--- src/rtl/updown_counter_sched.sv ---
`default_nettype none
//============================================================================
// Module      : updown_counter_sched
// Description : Round-robin scheduler sharing one external WIDTH-bit up/down
//               counter between two requesters. A granted job loads its start
//               value, lets the counter run exactly 'steps' cycles in the
//               requested direction, then returns the final count on 'result'
//               together with a one-cycle done pulse. While idle the counter
//               is held by reloading it with its own value.
// Optional    : define UDC_SAT_EN to stop a job at the counter boundary
//               instead of wrapping; adds the 'sat' output.
// Revision    : 1.0 - initial release
//----------------------------------------------------------------------------
// Ports
//   clk            in   clock, rising edge
//   rst            in   asynchronous active-low reset
//   req0/req1      in   job request, held until matching grant
//   dir0/dir1      in   1 = count up, 0 = count down
//   start0/start1  in   [WIDTH]  value loaded before counting
//   steps0/steps1  in   [STEP_W] number of count cycles
//   gnt0/gnt1      out  one-cycle grant pulse
//   done0/done1    out  one-cycle completion pulse, result valid with it
//   result         out  [WIDTH]  final count of the last completed job
//   busy           out  high whenever a job is in progress
//   sat            out  (UDC_SAT_EN only) job stopped at a boundary
//   cnt_load       out  counter load enable
//   cnt_ctrl       out  counter direction, 1 = up
//   cnt_data       out  [WIDTH]  counter load data
//   cnt_count      in   [WIDTH]  counter value
//============================================================================
module updown_counter_sched #(
    parameter int WIDTH  = 4,
    parameter int STEP_W = 4
) (
    input  logic              clk,
    input  logic              rst,
    input  logic              req0,
    input  logic              req1,
    input  logic              dir0,
    input  logic              dir1,
    input  logic [WIDTH-1:0]  start0,
    input  logic [WIDTH-1:0]  start1,
    input  logic [STEP_W-1:0] steps0,
    input  logic [STEP_W-1:0] steps1,
    output logic              gnt0,
    output logic              gnt1,
    output logic              done0,
    output logic              done1,
    output logic [WIDTH-1:0]  result,
    output logic              busy,
    output logic              cnt_load,
    output logic              cnt_ctrl,
    output logic [WIDTH-1:0]  cnt_data,
`ifdef UDC_SAT_EN
    output logic              sat,
`endif
    input  logic [WIDTH-1:0]  cnt_count
);

    //------------------------------------------------------------------------
    // State encoding
    //------------------------------------------------------------------------
    localparam logic [1:0] c_IDLE = 2'd0;
    localparam logic [1:0] c_LOAD = 2'd1;
    localparam logic [1:0] c_RUN  = 2'd2;
    localparam logic [1:0] c_DONE = 2'd3;

    localparam logic [STEP_W-1:0] c_ONE_STEP = STEP_W'(1);

    logic [1:0]        r_state;
    logic [1:0]        w_next;

    // Latched job fields
    logic              r_owner;
    logic              r_dir;
    logic [WIDTH-1:0]  r_start;
    logic [STEP_W-1:0] r_steps;
    logic [STEP_W-1:0] r_remaining;

    logic              r_rr;        // requester favoured on a tie
    logic [WIDTH-1:0]  r_result;
    logic              r_done0;
    logic              r_done1;

    logic              w_any_req;
    logic              w_winner;
    logic              w_sat_hit;   // next RUN step would cross a boundary

    //------------------------------------------------------------------------
    // Arbitration: a lone requester wins outright, a tie goes to r_rr.
    //------------------------------------------------------------------------
    assign w_any_req = req0 | req1;
    assign w_winner  = (req0 & req1) ? r_rr : req1;

`ifdef UDC_SAT_EN
    logic r_sat_flag;
    logic r_sat;

    assign w_sat_hit = (r_state == c_RUN) &&
                       ((r_dir  && (cnt_count == {WIDTH{1'b1}})) ||
                        (!r_dir && (cnt_count == {WIDTH{1'b0}})));
    assign sat = r_sat;
`else
    assign w_sat_hit = 1'b0;
`endif

    //------------------------------------------------------------------------
    // State register
    //------------------------------------------------------------------------
    always_ff @(posedge clk or negedge rst) begin
        if (!rst) begin
            r_state <= c_IDLE;
        end else begin
            r_state <= w_next;
        end
    end

    //------------------------------------------------------------------------
    // Next-state logic
    //------------------------------------------------------------------------
    always_comb begin
        w_next = r_state;
        case (r_state)
            c_IDLE: begin
                if (w_any_req) begin
                    w_next = c_LOAD;
                end
            end
            c_LOAD: begin
                w_next = (r_steps == '0) ? c_DONE : c_RUN;
            end
            c_RUN: begin
                // Leaving on remaining==1 lets the counter advance on this
                // final RUN edge, giving exactly r_steps advances in total.
                if (w_sat_hit || (r_remaining == c_ONE_STEP)) begin
                    w_next = c_DONE;
                end
            end
            c_DONE: begin
                w_next = c_IDLE;
            end
            default: begin
                w_next = c_IDLE;
            end
        endcase
    end

    //------------------------------------------------------------------------
    // Output decode
    //------------------------------------------------------------------------
    always_comb begin
        cnt_load = 1'b1;
        cnt_ctrl = 1'b0;
        cnt_data = cnt_count;   // hold by reloading the current value
        gnt0     = 1'b0;
        gnt1     = 1'b0;
        case (r_state)
            c_LOAD: begin
                cnt_data = r_start;
                cnt_ctrl = r_dir;
                gnt0     = ~r_owner;
                gnt1     = r_owner;
            end
            c_RUN: begin
                // On a boundary hit the counter is frozen for this edge.
                cnt_load = w_sat_hit;
                cnt_ctrl = r_dir;
            end
            default: begin
            end
        endcase
    end

    assign busy   = (r_state != c_IDLE);
    assign result = r_result;
    assign done0  = r_done0;
    assign done1  = r_done1;

    //------------------------------------------------------------------------
    // Job datapath
    //------------------------------------------------------------------------
    always_ff @(posedge clk or negedge rst) begin
        if (!rst) begin
            r_owner     <= 1'b0;
            r_dir       <= 1'b0;
            r_start     <= '0;
            r_steps     <= '0;
            r_remaining <= '0;
            r_rr        <= 1'b0;
            r_result    <= '0;
            r_done0     <= 1'b0;
            r_done1     <= 1'b0;
        end else begin
            r_done0 <= 1'b0;
            r_done1 <= 1'b0;
            case (r_state)
                c_IDLE: begin
                    if (w_any_req) begin
                        r_owner <= w_winner;
                        r_dir   <= w_winner ? dir1   : dir0;
                        r_start <= w_winner ? start1 : start0;
                        r_steps <= w_winner ? steps1 : steps0;
                    end
                end
                c_LOAD: begin
                    r_remaining <= r_steps;
                end
                c_RUN: begin
                    r_remaining <= r_remaining - c_ONE_STEP;
                end
                c_DONE: begin
                    r_result <= cnt_count;
                    r_done0  <= ~r_owner;
                    r_done1  <= r_owner;
                    r_rr     <= ~r_owner;
                end
                default: begin
                end
            endcase
        end
    end

`ifdef UDC_SAT_EN
    //------------------------------------------------------------------------
    // Saturation flag: set on a boundary exit, published with done.
    //------------------------------------------------------------------------
    always_ff @(posedge clk or negedge rst) begin
        if (!rst) begin
            r_sat_flag <= 1'b0;
            r_sat      <= 1'b0;
        end else begin
            r_sat <= 1'b0;
            case (r_state)
                c_LOAD: begin
                    r_sat_flag <= 1'b0;
                end
                c_RUN: begin
                    if (w_sat_hit) begin
                        r_sat_flag <= 1'b1;
                    end
                end
                c_DONE: begin
                    r_sat <= r_sat_flag;
                end
                default: begin
                end
            endcase
        end
    end
`endif

endmodule
`default_nettype wire

--- config.mk ---
export PLATFORM = sky130hd
export DESIGN_NAME = updown_counter_sched
export DESIGN_NICKNAME = d
export VERILOG_FILES = /design/src/rtl/updown_counter_sched.sv
export SDC_FILE = /design/constraint.sdc
export NUM_CORES = 1
export LEC_CHECK = 0
export ABC_CLOCK_PERIOD_IN_PS = 1600
export CORE_MARGIN = 3
export CORE_UTILIZATION = 41
export DETAILED_ROUTE_END_ITERATION = 12
export HOLD_SLACK_MARGIN = 0.03
export PLACE_DENSITY = 0.75
export SKIP_LAST_GASP = 1
export SYNTH_ARGS = -nofsm -noshare
export SYNTH_HDL_FRONTEND = slang
export SYNTH_SLANG_ARGS = --single-unit
--- constraint.sdc ---
create_clock -name clk -period 1.6 [get_ports clk]
set_clock_uncertainty 0.1 [all_clocks]
set_input_delay 0.24 -clock clk [delete_from_list [all_inputs] [get_ports clk]]
set_output_delay 0.24 -clock clk [all_outputs]
set_load 0.1 [all_outputs]
Yosys cells after proc, flatten, opt, wreduce, memory -nomap -nowiden:

Index checks and enable logic that the tools add are counted.

* input port bits: 26
* register bits after elaboration: 23

* mux-type cells: 16
* $add $sub $neg: 1
* bitwise gates (word level): 3
* reduce and logical (&&, ||, !) cells: 7
* equality and inequality tests: 6

Operators by type and width (number)
* $mux W4: 3
* $mux W1: 9
* $pmux W2 S4: 1
* $pmux W4 S2: 1
* $eq A2 B2 Y1 const B: 2
* $eq A4 B1 Y1 const B: 1
* $logic_not A4 Y1: 1
* $mux W2: 2
* $ne A2 B2 Y1 const B: 2
* $reduce_and A2 Y1: 2
* $reduce_bool A2 Y1: 2
* $sub A4 B1 Y4 const B: 1
* $eq A2 B1 Y1 const B: 1
* $logic_not A2 Y1: 1
* $reduce_or A2 Y1: 1
* $and A1 B1 Y1: 1
* $not A1 Y1: 1
* $or A1 B1 Y1: 1

Logic depth before layout (Yosys ltp):

Gate-level depths: netlist of run 1.

* word-level depth: 3
* depth in mapped cells: 6
* gate-level depth less buffers: 5

Least setup slack after synthesis of run 1:

OpenSTA, ideal clock, no wires.

* path kind: reg2out
* start point: reg r_state[1]
* end point: out gnt0
* path slack: -0.864 ns
* buffers on the path: 0
* arrival time: 2.124 ns
* stages on the path, launching flop included: 4
* required time: 1.260 ns
* cell sequence: dfrtp_1 inv_1 ha_1 nor2b_1

* word-level cells in the longest chain between the ends: 2

RTL lines
* start: declaration: line 70 `logic [1:0] r_state;`
* start signal: assignment: line 112 `r_state <= c_IDLE;`
* start signal: assignment: line 114 `r_state <= w_next;`
* $eq A2 B1 Y1: line 157 `case (r_state)`
* $mux W1: line 157
* end: declaration: line 45 `output logic gnt0,`

No other way between the ends.

Final worst setup path of run 1:

* start point: reg r_state[1]
* end point: out cnt_data[0]

* word-level cells in the longest chain between the ends: 2

RTL lines
* $eq A2 B1 Y1: line 157
* $mux W4: line 157
* end: declaration: line 53 `output logic [WIDTH-1:0] cnt_data,`

No other way between the ends.

==> results of run 1 <==
## stage by stage
stage               area [µm²]  setup WS [ns]
floorplan                 1300         -0.141
global placement          1950        -0.0231
detailed placement        1950        -0.0766
CTS                       2060         -0.312
global route              2130         -0.366
finish                    2130         -0.325
## final cells by class
class,instances,area share
multi-input combinational,87,0.331
timing repair buffer,59,0.349
clock buffer,4,0.0123
inverter,9,0.0188
sequential,23,0.271
tap,31,0.0182
## timing repair
action                                  CTS  global route
pin swaps                                 2             0
resized for setup                        14             5
endpoints found under the hold margin     0             0
buffers inserted                          5             0
endpoints found under the setup margin   11            20
cloned                                    0             2
## worst paths after layout
| check | start | to | depth (start not counted) |
|---|---|---|---|
| setup / recovery | r_state[1]$_DFFE_PN0P_ | cnt_data[0] | 5 |
| hold / removal | rst | result[0]$_DFFE_PN0N_ | 2 |
| setup reg to reg | r_remaining[1]$_DFFE_PN0P_ | r_state[0]$_DFFE_PN0P_ | 5 |
| hold reg to reg | r_rr$_DFFE_PN0N_ | r_rr$_DFFE_PN0N_ | 2 |
| max in group asynchronous | rst | r_state[0]$_DFFE_PN0P_ | 2 |
| min in group clk | start0[3] | r_start[3]$_DFFE_PN0P_ | 3 |
## flip-flops by register name (all words and copies together) (netlist names), 2 cells and up
name and count:
r_start 4, r_remaining 4, r_steps 4, result 4, r_state 2
## cells in the mapped netlist (2+ instances only)
library cell	n
nand3b_1	9
o21ai_0	10
o22ai_1	2
inv_1	9
mux2_2	9
a21oi_1	4
dfrtp_1	23
clkbuf_1	4
nand3_1	2
and2_1	3
or2b_1	2
nor2_1	13
a31oi_1	9
ha_1	7
nor2b_1	4
## worst register-to-register path, delay by kind of cell, from the launching register on
family | cells | cell delay (ns)
compound gates | 2 | 0.54
flops | 1 | 0.43
simple gates | 1 | 0.38
fa+ha+maj | 1 | 0.13
buf+inv | 1 | 0.08
## logic make-up after synthesis
| group | share of synthesized area |
|---|---|
| simple gates | 0.178 |
| compound gates | 0.151 |
| flops | 0.460 |
| buf+inv | 0.0529 |
| mux | 0.0889 |
| fa+ha+maj | 0.0699 |
## layer usage
| layer | vias to the layer above | track usage |
|---|---|---|
| li1 | 554 | - |
| met1 | 601 | 0.242 |
| met2 | 50 | 0.338 |
| met3 | 9 | 0.0314 |
| met4 | 0 | 0.108 |
| met5 | - | 0 |
==> reports/metrics.cfg, run 1 <==
[finish]
num-fill-cells=174
drive_gt1_frac=0.352
nets=216
register_area_um2=577
diodes=0
final_util=0.754
final_cells=213
multi_input_area_um2=706
final_common_cell=clkdlybuf4s50_1
synthToLayoutAreaGrowth_pct=70.2
layout_common_cells=25 x clkdlybuf4s50_1, 22 x dfrtp_1, 16 x buf_12, 15 x buf_4, 11 x nor2_1

[floorplanning]
die_area_um2=3750
num_rows=19
pin_count=41
die_y_um=61.3
die_w_um=61.3
coreArea_um2=2830
start_util=0.443

[clock_tree]
cts_buffer_depth=2
clk_pin_slew_worst_paths_ns=0.13
cts_root_buf=clkbuf_4
cts.sinks=23
cts_max_level=1
cts_tree=yes
numCtsBuffers=3
clk_latency_ns=0.32
ctsHoldBuffers=0

[run_status]
violations=negative setup slack
status=complete, but fails checks

[job]
maxCapViolCount=0

[setup_path]
crit_chain=inv_2 -> ha_4 -> buf_6 -> mux2_4 -> buf_12
cp-start-kind=register
critical-path-top-delay-family=flip-flops
regToRegSetupSlack_ns=-0.10
critPathCaptureType=primary output
worstPathArrival_ns=1.58
crit_type=register to primary output
critPathSlowestCell=dfrtp_1
cp_data_required_time_ns=1.26
cp.buffers_inverters=3
slowest_delay_ns=0.42
path_max_fanout=5

[synth]
synthCells=126
syn-num-nets=159
synth_top_area_frac=0.460
ys_warn_count=0
seq_area_frac_synth=0.460
synth.distinct_cells=31
ys_ff_latch=23
syn_area_um2=1250
synth-edff-count=0
synth.area.top_cells=dfrtp_1 46%, mux2_2 8.1%, ha_1 7.0%
async_flop_share=1.00
yosys.area.top_type=dfrtp_1
ys.flop_type=dfrtp_1
syn_area_per_cell_um2=9.94

[sta]
fin_tns_setup_ns=-2.55
min_period_ns=1.92
slew_headroom=0.786
hold_ws_ns=0.152
slew_viol_final=0
hold_viol_final=0
fin_ws_ns=-0.325
grt_setup_unrepaired=true
fmax_mhz=519
worst_pin_slew_ns=0.319
setup_viol=11
finalCritPeriodShare=1.20

[routing]
drt_iter0_drc=37
drt-total-wl_um=3850
wl_per_cell_um=18.1
routed-wl-met2_um=2080
drtPass1Iterations=4
met3_length_um=190
vias=1214
drtAntennaViolNets=0
top_layer=met4
viasPerCell=5.70
wl_met1_um=1500
drc=0

[min_path]
holdCritPathClass=input port to asynchronous set/reset pin

[grt]
overflow=0
grt_pass1_wl_um=5490
track_usage=0.200
grt_pass1_vias=1219
antenna_found_initial=0
grt_max_degree=24

[placement]
post-place-cells=202
port_buffers=40
gp_congestion=0.752
dp_hpwl_um=2450

Power of run 1 is left out: the tool's default activity adds up to more than one toggle a clock period on the data nets, which glitch-free logic cannot reach.
==> run 2, diff against run 1 <==
--- a/config.mk
+++ b/config.mk
@@ -5,12 +5,12 @@
 export SDC_FILE = /design/constraint.sdc
 export NUM_CORES = 1
 export LEC_CHECK = 0
-export ABC_CLOCK_PERIOD_IN_PS = 1600
+export ABC_CLOCK_PERIOD_IN_PS = 2070
 export CORE_MARGIN = 3
-export CORE_UTILIZATION = 41
+export CORE_UTILIZATION = 45
 export DETAILED_ROUTE_END_ITERATION = 12
 export HOLD_SLACK_MARGIN = 0.03
-export PLACE_DENSITY = 0.75
+export PLACE_DENSITY = 0.79
 export SKIP_LAST_GASP = 1
 export SYNTH_ARGS = -nofsm -noshare
 export SYNTH_HDL_FRONTEND = slang
==> constraint.sdc (replaced) <==
create_clock -name clk -period 2.07 [get_ports clk]
set_clock_uncertainty 0.1 [all_clocks]
set_input_delay 0.3105 -clock clk [delete_from_list [all_inputs] [get_ports clk]]
set_output_delay 0.3105 -clock clk [all_outputs]
set_load 0.1 [all_outputs]
==> reports/metrics.cfg, run 2 (synthesis results as in run 1) <==
[run_status]
status=complete, no violations  ; was complete, but fails checks

[clock_tree]
cts_max_level=1  ; unchanged
cts_buffer_depth=2  ; unchanged
numCtsBuffers=3  ; unchanged
ctsHoldBuffers=0  ; unchanged
cts.sinks=23  ; unchanged
cts_root_buf=clkbuf_4  ; unchanged
clk_pin_slew_worst_paths_ns=0.13  ; about the same
cts_tree=yes  ; unchanged
clk_latency_ns=0.31  ; was 0.32 ns

[routing]
drt_iter0_drc=34  ; was 37
drtAntennaViolNets=0  ; unchanged
drt-total-wl_um=3060  ; was 3850 µm
viasPerCell=5.52  ; was 5.70
drc=0  ; unchanged
wl_per_cell_um=15.4  ; was 18.1 µm
vias=1098  ; was 1,214
drtPass1Iterations=4  ; unchanged

[floorplanning]
die_w_um=58.8  ; was 61.3 µm
die_area_um2=3450  ; was 3750 µm²
die_y_um=58.8  ; was 61.3 µm
num_rows=18  ; was 19
pin_count=41  ; unchanged
start_util=0.488  ; was 0.443
coreArea_um2=2570  ; was 2830 µm²

[finish]
diodes=0  ; unchanged
drive_gt1_frac=0.225  ; was 0.352
layout_common_cells=25 x clkdlybuf4s50_1, 22 x dfrtp_1, 13 x nor2_1, 12 x buf_4, 10 x o21ai_0  ; was 25 x clkdlybuf4s50_1, 22 x dfrtp_1, 16 x buf_12, 15 x buf_4, 11 x nor2_1
final_common_cell=clkdlybuf4s50_1  ; unchanged
synthToLayoutAreaGrowth_pct=45.5  ; was 70.2%
nets=203  ; was 216

[setup_path]
reg2reg_from=r_remaining[1]$_DFFE_PN0P_  ; unchanged
regToRegSetupSlack_ns=0.28  ; was -0.10 ns
startpoint=r_state[1]$_DFFE_PN0P_  ; unchanged
slowest_delay_ns=0.44  ; was 0.42 ns
critical-path-top-delay-family=flip-flops  ; unchanged
cp_data_required_time_ns=1.66  ; was 1.26 ns
critPathCaptureType=primary output  ; unchanged
cp.buffers_inverters=2  ; was 3
rr_worst_depth=5  ; unchanged
critPathSlowestCell=dfrtp_1  ; unchanged
cp-endpoint=cnt_data[1]  ; was cnt_data[0]
cp-start-kind=register  ; unchanged
crit_type=register to primary output  ; unchanged
crit_chain=inv_2 -> ha_4 -> mux2_2 -> buf_12  ; was inv_2 -> ha_4 -> buf_6 -> mux2_4 -> buf_12
worstPathArrival_ns=1.58  ; about the same
r2r_end=r_state[0]$_DFFE_PN0P_  ; unchanged
path_max_fanout=7  ; was 5
cp.depth=4  ; was 5

[sta]
finalCritPeriodShare=0.960
fin_tns_setup_ns=0  ; was -2.55 ns
fmax_mhz=503
slew_headroom=0.799  ; was 0.786
min_period_ns=1.99
setup_viol=0  ; was 11
grt_setup_unrepaired=false  ; was true
worst_pin_slew_ns=0.302  ; was 0.319 ns
hold_viol_final=0  ; unchanged
slew_viol_final=0  ; unchanged

[min_path]
holdCritPathClass=input port to asynchronous set/reset pin  ; unchanged

[job]
maxCapViolCount=0  ; unchanged

[placement]
gp_congestion=0.765  ; was 0.752
dp_hpwl_um=2380  ; was 2450 µm
port_buffers=40  ; unchanged

[grt]
antenna_found_initial=0  ; unchanged
grt_max_degree=24  ; unchanged
overflow=0  ; unchanged
track_usage=0.185  ; was 0.200
grt_pass1_wl_um=4900  ; was 5490 µm
grt_pass1_vias=1109  ; was 1,219

==> run 2: cell types whose count changed in the layout (fill, tap and decap cells not counted), moves of 2 or more <==
cell	delta
inv_1	+4
inv_2	-2
ha_4	-2
clkbuf_16	-2
mux2_4	-4
nor2_1	+2
buf_12	-7
and2_4	-2
ha_1	+2
nor2_2	-2
buf_4	-3
mux2_2	+4
==> run 2: cell type report <==
type                            instances  area, µm²
Sequential cell                        23        577
Inverter                                9       33.8
Multi-Input combinational cell         87        627
Fill cell                             209        746
Timing Repair Buffer                   46        520
Tap cell                               30       37.5
Clock buffer                            4       26.3
==> run 2: worst min path at each step <==
stage | slack [ns] | end | cells after the start
3_5_place_dp | 0.40 | r_rr$_DFFE_PN0N_ | 2
6_report | 0.23 | r_remaining[2]$_DFFE_PN0P_ | 2
2_1_floorplan | -0.09 | done0$_DFF_PN0_ | 0
5_1_grt | 0.24 | r_remaining[3]$_DFFE_PN0P_ | 2
3_3_place_gp | 0.38 | r_rr$_DFFE_PN0N_ | 2
4_1_cts | 0.24 | done1$_DFF_PN0_ | 2
==> run 2: through the flow <==
stage,util,cells,hold slack (ns),instance area [µm²],setup slack (ns)
after global placement,0.691,194,0.383,1770,0.301
final,0.710,199,0.232,1820,0.0826
after global routing,0.710,199,0.241,1820,0.0107
after CTS,0.706,198,0.238,1810,0.000838
after detailed placement,0.691,194,0.396,1770,0.232
after floorplan,-,126,-0.0851,1260,0.0503
==> run 2: per-layer routing <==
layer,track usage,part of all wire,vias up
met3,0.0241,0.038,2
met5,0,0,-
met1,0.220,0.41,539
met2,0.336,0.54,25
li1,-,-,532
met4,0.0712,0.0078,0
==> run 2: what timing repair did <==
item                                   in CTS  in global routing
setup endpoints to repair                   5                  6
endpoints found under the hold margin       0                  0
setup buffers                               0                  1
gates resized for setup                     2                  2
gates cloned                                0                  0
Power of run 2 is left out for the same reason.
==> run 3, diff against run 2 <==
--- a/config.mk
+++ b/config.mk
@@ -6,11 +6,14 @@
 export NUM_CORES = 1
 export LEC_CHECK = 0
 export ABC_CLOCK_PERIOD_IN_PS = 2070
+export CELL_PAD_IN_SITES_DETAIL_PLACEMENT = 2
+export CELL_PAD_IN_SITES_GLOBAL_PLACEMENT = 2
 export CORE_MARGIN = 3
-export CORE_UTILIZATION = 45
+export CORE_UTILIZATION = 27
 export DETAILED_ROUTE_END_ITERATION = 12
 export HOLD_SLACK_MARGIN = 0.03
 export PLACE_DENSITY = 0.79
+export REMOVE_ABC_BUFFERS = 1
 export SKIP_LAST_GASP = 1
 export SYNTH_ARGS = -nofsm -noshare
 export SYNTH_HDL_FRONTEND = slang
==> reports/metrics.cfg, run 3 (synthesis results as in run 1) <==
[grt]
grt_pass1_vias=1249  ; was 1,109
antenna_found_initial=0  ; unchanged
track_usage=0.150  ; was 0.185
grt_max_degree=24  ; unchanged
overflow=0  ; unchanged
grt_pass1_wl_um=6330  ; was 4900 µm

[setup_path]
critPathSlowestCell=dfrtp_1  ; unchanged
regToRegSetupSlack_ns=0.26  ; was 0.28 ns
reg2reg_from=r_state[0]$_DFFE_PN0P_  ; was r_remaining[1]$_DFFE_PN0P_
rr_worst_depth=5  ; unchanged
worstPathArrival_ns=1.56  ; was 1.58 ns
cp-start-kind=register  ; unchanged
slowest_delay_ns=0.44  ; about the same
critPathCaptureType=primary output  ; unchanged
r2r_end=r_state[1]$_DFFE_PN0P_  ; was r_state[0]$_DFFE_PN0P_
cp_data_required_time_ns=1.66  ; about the same
crit_type=register to primary output  ; unchanged
cp-endpoint=cnt_data[1]  ; unchanged
path_max_fanout=7  ; unchanged
crit_chain=inv_2 -> ha_4 -> mux2_2 -> buf_12  ; unchanged
startpoint=r_state[1]$_DFFE_PN0P_  ; unchanged

[run_status]
status=complete, no violations  ; unchanged

[finish]
final_util=0.423  ; was 0.710
drive_gt1_frac=0.219  ; was 0.225
nets=203  ; unchanged
diodes=0  ; unchanged
final_cells=221  ; was 199
final_common_cell=clkdlybuf4s50_1  ; unchanged
synthToLayoutAreaGrowth_pct=49.1  ; was 45.5%
layout_common_cells=25 x clkdlybuf4s50_1, 23 x dfrtp_1, 13 x nor2_1, 12 x buf_4, 10 x o21ai_0  ; was 25 x clkdlybuf4s50_1, 22 x dfrtp_1, 13 x nor2_1, 12 x buf_4, 10 x o21ai_0

[floorplanning]
die_area_um2=5490  ; was 3450 µm²
start_util=0.284  ; was 0.488
die_w_um=74.1  ; was 58.8 µm
die_y_um=74.1  ; was 58.8 µm
pin_count=41  ; unchanged
num_rows=24  ; was 18
coreArea_um2=4410  ; was 2570 µm²

[routing]
wl_per_cell_um=17.3  ; was 15.4 µm
drt-total-wl_um=3820  ; was 3060 µm
drtPass1Iterations=4  ; unchanged
drtAntennaViolNets=0  ; unchanged
drt_iter0_drc=46  ; was 34
viasPerCell=5.04  ; was 5.52
drc=0  ; unchanged
vias=1113  ; was 1,098

[placement]
gp_congestion=0.695  ; was 0.765
post-place-cells=217  ; was 194
pre_cts_ws_ns=0.177  ; was 0.232 ns
dp_hpwl_um=2990  ; was 2380 µm
port_buffers=40  ; unchanged

[sta]
grt_setup_unrepaired=false  ; unchanged
hold_viol_final=0  ; unchanged
fin_ws_ns=0.104  ; was 0.0826 ns
min_period_ns=1.97  ; was 1.99 ns
finalCritPeriodShare=0.950  ; was 0.960
setup_viol=0  ; unchanged
worst_pin_slew_ns=0.346  ; was 0.302 ns
slew_viol_final=0  ; unchanged
fmax_mhz=509  ; was 503 MHz
slew_headroom=0.769  ; was 0.799
hold_ws_ns=0.299  ; was 0.232 ns

[clock_tree]
cts_root_buf=clkbuf_8  ; was clkbuf_4
cts.sinks=23  ; unchanged
clk_pin_slew_worst_paths_ns=0.09  ; was 0.13 ns
clk_latency_ns=0.27  ; was 0.31 ns
cts_buffer_depth=2  ; unchanged
cts_tree=yes  ; unchanged
numCtsBuffers=3  ; unchanged
cts_max_level=1  ; unchanged

[min_path]
holdCritPathClass=input port to asynchronous set/reset pin  ; unchanged

[job]
maxCapViolCount=0  ; unchanged

## run 3: what timing repair did
item / in CTS / in global routing
pin swaps: 0 / 0
hold buffers: 0 / 0
endpoints found under the hold margin: 0 / 0
gates resized for setup: 2 / 2
setup buffers: 0 / 0
endpoints found under the setup margin: 4 / 5
## run 3: area by class of cell
type | count | area, µm²
well taps | 52 | 65.1
flip-flops and latches | 23 | 576
multi-input cells | 87 | 626
clock buffers | 3 | 41.3
clock inverters | 1 | 5.00
fillers | 463 | 2550
repair buffers | 46 | 520
inverters | 9 | 33.8
## run 3: routing by layer
layer	up-vias	GRT usage	routed length (µm)
met1	557	0.186	1670
met3	2	0.0338	112
met5	-	0	0
met4	0	0.0322	31
li1	532	-	-
met2	22	0.267	2000
## run 3: how the worst min path moves through the flow
stage                             endpoint  depth (start not counted)  slack, ns                   from
floorplan                  done0$_DFF_PN0_                          0      -0.09                    rst
global placement          r_rr$_DFFE_PN0N_                          2       0.39       r_rr$_DFFE_PN0N_
detailed placement   result[1]$_DFFE_PN0N_                          1       0.40  result[1]$_DFFE_PN0N_
CTS                 r_steps[2]$_DFFE_PN0P_                          2       0.31                    rst
global route         result[2]$_DFFE_PN0N_                          2       0.32                    rst
finish               result[2]$_DFFE_PN0N_                          2       0.30                    rst
## run 3: stage by stage
step	area, µm²	setup TNS [ns]
after floorplan	1220	-0.471
after global placement	1810	0
after CTS	1860	0
final	1870	0
after detailed placement	1810	0
after global routing	1870	0
## run 3: worst max-delay path, delay by kind of cell (launching register included)
family,cells,cell delay [ns]
flip-flops,1,0.44
multiplexers,1,0.37
buffers and inverters,2,0.28
adder cells (fa/ha/maj),1,0.19
Power of run 3 is left out for the same reason.
